===== config.mk =====
export PLATFORM = sky130hd
export DESIGN_NAME = online_to_binary_conv_flat
export DESIGN_NICKNAME = d
export VERILOG_FILES = /design/src/rtl/online_to_binary_conv_if.sv /design/src/rtl/online_to_binary_conv.sv /design/src/flat_wrapper.sv
export SDC_FILE = /design/constraint.sdc
export NUM_CORES = 1
export LEC_CHECK = 0
export CORE_ASPECT_RATIO = 1.25
export CORE_MARGIN = 2
export CORE_UTILIZATION = 30
export CTS_CLUSTER_SIZE = 30
export DETAILED_ROUTE_END_ITERATION = 12
export PLACE_DENSITY = 0.6
export SETUP_SLACK_MARGIN = 0.3
export SLEW_MARGIN = 10
export SYNTH_ARGS = -nofsm -noshare
export SYNTH_HDL_FRONTEND = slang
export SYNTH_SLANG_ARGS = --single-unit

===== constraint.sdc =====
create_clock -name clk -period 3 [get_ports clk]
set_input_delay 0.3 -clock clk [delete_from_list [all_inputs] [get_ports clk]]
set_output_delay 0.3 -clock clk [all_outputs]
set_load 0.01 [all_outputs]

===== src/rtl/online_to_binary_conv_if.sv =====
// Handshake bundle for online_to_binary_conv.
//   din/in_valid/in_ready    : redundant-digit input word, valid/ready
//   dout/out_valid/out_ready : two's complement result, valid/ready
//   ovf                      : result did not fit in OUT_W (saturating build only)
// slave is the converter side, master is the producer/consumer side.
interface online_to_binary_conv_if #(
  parameter int unsigned Stage = 18,
  parameter int unsigned OUT_W = 19
);
  logic [2*Stage-1:0] din;
  logic               in_valid;
  logic               in_ready;
  logic [OUT_W-1:0]   dout;
  logic               out_valid;
  logic               out_ready;
  logic               ovf;

  modport slave (
    input  din, in_valid, out_ready,
    output in_ready, dout, out_valid, ovf
  );

  modport master (
    output din, in_valid, out_ready,
    input  in_ready, dout, out_valid, ovf
  );
endinterface


===== src/rtl/online_to_binary_conv.sv =====
// online_to_binary_conv: MSB-first signed-digit to two's complement converter.
// Consumes one {p,n} digit per clock using on-the-fly conversion (Q / QM = Q - 1 registers).
// Ports:
//   clk, rst : clock and asynchronous active-high reset
//   enable   : low aborts to idle on the next edge, clearing conversion state
//   busy     : converter not idle
//   bus      : online_to_binary_conv_if.slave (din/in_valid/in_ready, dout/out_valid/out_ready, ovf)
// Build option ONLINE_CONV_SAT_EN: saturate dout and raise ovf when the result does not fit
// in OUT_W bits; otherwise dout is the wrapped/sign-extended result and ovf is 0.
module online_to_binary_conv #(
  parameter int unsigned Stage = 18,
  parameter int unsigned OUT_W = 19
) (
  input  logic                   clk,
  input  logic                   rst,
  input  logic                   enable,
  output logic                   busy,
  online_to_binary_conv_if.slave bus
);

  localparam int unsigned SW = 2 * Stage;
  localparam int unsigned QW = Stage + 1;
  localparam int unsigned CW = (Stage > 1) ? $clog2(Stage) : 1;

  typedef enum logic [1:0] {StIdle, StConv, StDone} state_e;

  state_e          state_q, state_d;
  logic [SW-1:0]   sr_q, sr_d;
  logic [QW-1:0]   q_q, q_d, qm_q, qm_d;
  logic [QW-1:0]   q_nxt, qm_nxt;
  logic [CW-1:0]   cnt_q, cnt_d;
  logic [OUT_W-1:0] dout_q, dout_d, res_dout;
  logic            ovf_q, ovf_d, res_ovf;
  logic [1:0]      digit;
  logic            in_ready;
  logic            last_digit;

  assign digit      = sr_q[SW-1 -: 2];
  assign last_digit = (cnt_q == CW'(Stage - 1));

  // On-the-fly append of the current digit; the top bit shifts out each step.
  always_comb begin
    q_nxt  = q_q;
    qm_nxt = qm_q;
    unique case (digit)
      2'b10: begin
        q_nxt  = QW'({q_q, 1'b1});
        qm_nxt = QW'({q_q, 1'b0});
      end
      2'b01: begin
        q_nxt  = QW'({qm_q, 1'b1});
        qm_nxt = QW'({qm_q, 1'b0});
      end
      default: begin
        q_nxt  = QW'({q_q, 1'b0});
        qm_nxt = QW'({qm_q, 1'b1});
      end
    endcase
  end

`ifdef ONLINE_CONV_SAT_EN
  localparam int unsigned XW = (OUT_W > QW) ? OUT_W : QW;
  logic [XW-1:0]       q_ext;
  logic [XW-OUT_W:0]   q_hi;

  // Fits iff every bit above the OUT_W sign bit equals the sign bit.
  always_comb begin
    q_ext   = XW'($signed(q_nxt));
    q_hi    = q_ext[XW-1:OUT_W-1];
    res_ovf = !((&q_hi) || !(|q_hi));
    if (res_ovf) begin
      res_dout = {q_ext[XW-1], {(OUT_W-1){~q_ext[XW-1]}}};
    end else begin
      res_dout = q_ext[OUT_W-1:0];
    end
  end
`else
  always_comb begin
    res_dout = OUT_W'($signed(q_nxt));
    res_ovf  = 1'b0;
  end
`endif

  // FSM: state register
  always_ff @(posedge clk or posedge rst) begin
    if (rst) begin
      state_q <= StIdle;
    end else begin
      state_q <= state_d;
    end
  end

  // FSM: next state
  always_comb begin
    state_d = state_q;
    unique case (state_q)
      StIdle: if (bus.in_valid && in_ready) state_d = StConv;
      StConv: if (last_digit) state_d = StDone;
      StDone: if (bus.out_ready) state_d = StIdle;
      default: state_d = StIdle;
    endcase
    if (!enable) state_d = StIdle;
  end

  // FSM: outputs
  always_comb begin
    in_ready      = (state_q == StIdle) && enable && !rst;
    bus.in_ready  = in_ready;
    bus.out_valid = (state_q == StDone);
    busy          = (state_q != StIdle);
    bus.dout      = dout_q;
    bus.ovf       = ovf_q;
  end

  // Datapath next state
  always_comb begin
    sr_d   = sr_q;
    q_d    = q_q;
    qm_d   = qm_q;
    cnt_d  = cnt_q;
    dout_d = dout_q;
    ovf_d  = ovf_q;
    if (!enable) begin
      // Abort: conversion state cleared, last result left on dout.
      sr_d  = '0;
      q_d   = '0;
      qm_d  = '1;
      cnt_d = '0;
    end else begin
      unique case (state_q)
        StIdle: begin
          if (bus.in_valid && in_ready) begin
            sr_d  = bus.din;
            q_d   = '0;
            qm_d  = '1;
            cnt_d = '0;
          end
        end
        StConv: begin
          sr_d  = {sr_q[SW-3:0], 2'b00};
          q_d   = q_nxt;
          qm_d  = qm_nxt;
          cnt_d = cnt_q + CW'(1);
          if (last_digit) begin
            dout_d = res_dout;
            ovf_d  = res_ovf;
          end
        end
        default: ;
      endcase
    end
  end

  always_ff @(posedge clk or posedge rst) begin
    if (rst) begin
      sr_q   <= '0;
      q_q    <= '0;
      qm_q   <= '1;
      cnt_q  <= '0;
      dout_q <= '0;
      ovf_q  <= 1'b0;
    end else begin
      sr_q   <= sr_d;
      q_q    <= q_d;
      qm_q   <= qm_d;
      cnt_q  <= cnt_d;
      dout_q <= dout_d;
      ovf_q  <= ovf_d;
    end
  end

endmodule

===== src/flat_wrapper.sv =====
// flat-port wrapper written by rule: the top's interface ports become plain ports
module online_to_binary_conv_flat 
#(
  parameter int unsigned Stage = 18,
  parameter int unsigned OUT_W = 19
)
  (clk, rst, enable, busy, bus_din, bus_in_valid, bus_out_ready, bus_in_ready, bus_dout, bus_out_valid, bus_ovf);
  online_to_binary_conv_if #(.Stage(Stage), .OUT_W(OUT_W)) bus_i ();
  input  logic clk;
  input  logic rst;
  input  logic enable;
  output logic busy;
  input wire logic [$bits(bus_i.din)-1:0] bus_din;
  input wire logic [$bits(bus_i.in_valid)-1:0] bus_in_valid;
  input wire logic [$bits(bus_i.out_ready)-1:0] bus_out_ready;
  output wire logic [$bits(bus_i.in_ready)-1:0] bus_in_ready;
  output wire logic [$bits(bus_i.dout)-1:0] bus_dout;
  output wire logic [$bits(bus_i.out_valid)-1:0] bus_out_valid;
  output wire logic [$bits(bus_i.ovf)-1:0] bus_ovf;
  assign bus_i.din = bus_din;
  assign bus_i.in_valid = bus_in_valid;
  assign bus_i.out_ready = bus_out_ready;
  assign bus_in_ready = bus_i.in_ready;
  assign bus_dout = bus_i.dout;
  assign bus_out_valid = bus_i.out_valid;
  assign bus_ovf = bus_i.ovf;
  online_to_binary_conv #(.Stage(Stage), .OUT_W(OUT_W)) u_core (.clk(clk), .rst(rst), .enable(enable), .busy(busy), .bus(bus_i));
endmodule

==> impl_summary.log <==
[metrics] run status: completed
[metrics] post_cts resized: 0
[metrics] largest vdd supply drop: 0.2060 mV
[metrics] data arrival time of the worst path: 2.14 ns
[metrics] Crit-path slowest cell: dfrtp_1
[metrics] number of DRC violations after detailed-routing iteration 0: 236
[metrics] synth unique cells: 42
[metrics] final layout net count: 497
[metrics] post-synthesis sequential area ratio: 50.78%
[metrics] share of the clock period used by the worst path after layout: 81.42%
[metrics] Non-Filler Instances: 673
[metrics] number of global-route vias before repair: 3615
[metrics] antenna-violating nets left: 0
[metrics] ratio of cells with drive above 1 in the final layout: 17.29%
[metrics] main combinational cell family by area after synthesis: compound AO/OA/AOI/OAI gates
[metrics] area fraction in compound gates after synthesis: 25.73%
[metrics] Cell Pwr Density: 492.9 nW/um2
[metrics] Placed Instances: 657
[metrics] kind of start point of the critical path: flip-flop
[metrics] EDFF count, synth: 0
[metrics] global routing met2 resource utilization: 21.37%
[metrics] critical path cell sequence: clkinv_1, buf_4, nand2_1, clkdlybuf4s50_1
[metrics] total core area: 16070 um2
[metrics] Post-synth top flop: dfrtp_1
[metrics] nature of the critical path endpoint: primary output
[metrics] fill cell count: 1588
[metrics] Gate power share: 13.9%
[metrics] number of post-CTS setup repair buffers: 0
[metrics] basic-gate share of the synthesized area counting and, or, nand and nor cells: 3.620%
[metrics] overall die height: 146.5 um
[metrics] kind of cell adding the most delay to the critical path: buffers and inverters
[metrics] final RePlAce weighted congestion: 0.7567
[metrics] Buffers on Ports: 62
[metrics] count of antenna diodes in the layout: 0
[metrics] syn_area_per_cell: 11.97 um2
[metrics] Most Used Layer, Global Route: met2
[metrics] Pre-Repair DR Iteration Count: 4
[metrics] starting utilization of the core area: 30.33%
[metrics] share of the synthesized netlist area taken by xor and xnor gates: 0%
[metrics] part of the power in the clock network: 37.4%
[metrics] Die X: 118 um
[metrics] master cell of the clock root buffer: clkbuf_16
[metrics] combined global-route utilization of all metal layers: 13.57%
[metrics] overall via count from detail_route: 3526
[metrics] delay of the slowest cell on the worst path: 0.67 ns
[metrics] dpl hpwl: 7148 um
[metrics] maximum clock insertion buffer count: 2
[metrics] number of design rule violations left after detail routing: 0
[metrics] share of Yosys cell area claimed by the top area cell type: 41.08%
[metrics] global-route wire length before repair: 19080 um
[metrics] met3 capacity usage during global routing: 3.750%
[metrics] Worst Path Buf+Inv: 3
[metrics] NetSw: 0.7545 mW
[metrics] RSZ-0062 raised after global routing: false
[metrics] Syn Std Cell Area: 4873 um2
[metrics] cts-stage hold buffer count: 0
[metrics] DIE AREA: 17290 um2
[metrics] Mapped Cells: 407
[metrics] post-route clock skew: 0.007564 ns
[metrics] setup violators final: 0
[metrics] final hold slack: 0.3652 ns
[metrics] internal power summed over all cells: 2.186 mW
[metrics] required arrival time at the worst endpoint: 2.70 ns
[metrics] Slew HR: 52.25%
[metrics] Achievable Freq: 0.4094 GHz
[metrics] biggest area consumer among synthesized cells: dfrtp_1
[metrics] Hold Fails Final Rpt: 0
[metrics] clock-pin slew on the worst setup and hold paths: 0.07 ns
[metrics] max-capacitance violation count: 0
[metrics] Worst-Skew Late Latency: 0.35 ns
[metrics] deepest level of the CTS H-tree: 3
[metrics] TritonCTS clock tree: yes
[metrics] Post-Synthesis Net Count: 452
[metrics] worst hold path type: input port to asynchronous set/reset pin
[metrics] number of warnings printed during yosys synthesis: 0
[metrics] FP Rows: 52
[metrics] critical path class: flip-flop to primary output
[metrics] Async SR Flop Fraction: 100.0%
[metrics] cell types with the largest area share after synthesis: dfrtp_1, dfstp_2, mux2i_1
[metrics] final count of pins violating max slew: 0
[metrics] number of buffers created by CTS: 9
[metrics] Clock Sinks: 98
[metrics] synthesis-to-layout area growth: 22.39%
[metrics] Total Negative Setup Slacks: 0 ns
[metrics] GR Layer Usage met1: 17.48%
[metrics] post-placement setup slack: 0.7983 ns
[metrics] mean routed wirelength per cell: 16.53 um
[metrics] slew at the pin closest to its max-slew limit: 0.7163 ns
[metrics] Routed WL: 11120 um
[metrics] clock period minus worst slack: 2.443 ns
[metrics] pin count of the biggest net entering global routing: 72
[metrics] portion of total power attributed to sequential cells: 48.7%
[metrics] Sw Share: 25.66%
[metrics] initial antenna violation count: 0
[metrics] fraction of the mapped netlist area in adder cells: 1.027%
[metrics] standby leakage power: 2.787 nW
[metrics] multiplexer area fraction after synthesis: 12.04%
[metrics] total gr overflow: 0
[metrics] final critical-path setup slack: 0.5575 ns
[metrics] post-synthesis sequential element count: 98
[metrics] via-per-instance ratio: 5.239
[metrics] maximum fanout count along the critical path: 17
[metrics] top-level I/O count: 64
==> flip-flops by register name (all words and copies together), names as in the netlist <==
name and count:
u_core.qm_q 18, u_core.cnt_q 5, u_core.q_q 18, u_core.state_q 2
u_core.bus.dout 19, u_core.sr_q 36
==> cells by family after synthesis <==
group / Yosys count
fa+ha+maj: 4
other cells: 1
mux: 56
buf+inv: 67
simple gates: 29
flops: 98
compound gates: 152
==> metal layers <==
metal  routed length, um  share of wire (%)
met3                 621                5.6
met4                 272                2.4
met1                4885                 44
met5                   0                  0
met2                5343                 48
==> synthesized netlist by cell type (2+ instances only) <==
master     number
nand3_1         6
nand2_1         5
nand3b_1        3
buf_6           6
o211ai_1       29
inv_1          23
a21oi_1        19
buf_4           3
clkbuf_1       17
a2111oi_0       3
mux2i_1        35
nor2b_1         3
mux2_2         21
nand4_1         2
a221oi_1       17
buf_2          16
dfstp_2        18
o2bb2ai_1       2
dfrtp_1        80
a31oi_1         3
a31o_2          3
a22o_1         35
o211a_1        29
nor2_1          2
ha_1            4
a211oi_1        7
==> final timing paths <==
kind	start	endpoint	slack, ns	cells after the start
worst max-delay path	u_core.state_q[1]	busy	0.56	4
worst min-delay path	rst	u_core.sr_q[1]	0.37	2
worst max register to register	u_core.sr_q[34]	u_core.bus.dout[17]	0.97	5
worst min register to register	u_core.qm_q[17]	u_core.qm_q[17]	0.47	2
max in group asynchronous	rst	u_core.qm_q[9]	1.95	3
min in group clk	u_core.qm_q[17]	u_core.qm_q[17]	0.47	2
==> cell usage in the layout (no fill, tap or decap), drive strengths merged, types with 4 or more instances in the layout <==
cell type / instances
dfrtp: 80
clkdlybuf4s50: 62
mux2i: 35
a22o: 35
o211ai: 29
o211a: 29
inv: 22
mux2: 21
a21oi: 19
dfstp: 18
a221oi: 17
buf: 15
clkbuf: 14
a211oi: 7
nand3: 6
nand2: 6
ha: 4
==> power by group through the flow <==
stage | Sequential [mW] | Clock, mW | Combinational [mW]
4_1_cts | 1.43 | 1.14 | 0.417
3_3_place_gp | 1.45 | 0 | 0.407
5_1_grt | 1.44 | 1.19 | 0.455
6_report | 1.43 | 1.10 | 0.410
2_1_floorplan | 1.44 | 0 | 0.294
3_5_place_dp | 1.45 | 0 | 0.416
==> per-stage QoR <==
step	utilization, %	area [um2]	power [mW]
after CTS	37.11	5964	2.986
final	37.11	5964	2.940
after detailed placement	35.39	5688	1.871
after floorplan	-	4877	1.737
after global placement	35.39	5688	1.859
after global routing	37.11	5964	3.082
==> area by class of cell <==
cell class	instances	area, um2	area share [%]
tap	216	270.3	4.531
timing repair buffer	77	770.7	12.92
sequential	98	2476	41.51
inverter	24	93.84	1.573
multi-input combinational	242	2077	34.82
clock buffer	14	264.0	4.426
clock inverter	2	12.51	0.2098
==> worst reg2reg max path, stage by stage, from the launching register on <==
cell and delay, ns:
dfrtp_1 0.35, inv_1 0.06, ha_1 0.38, or2_1 0.53, a22o_1 0.33, mux2_2 0.27
Power figures use the tool's default switching activity.
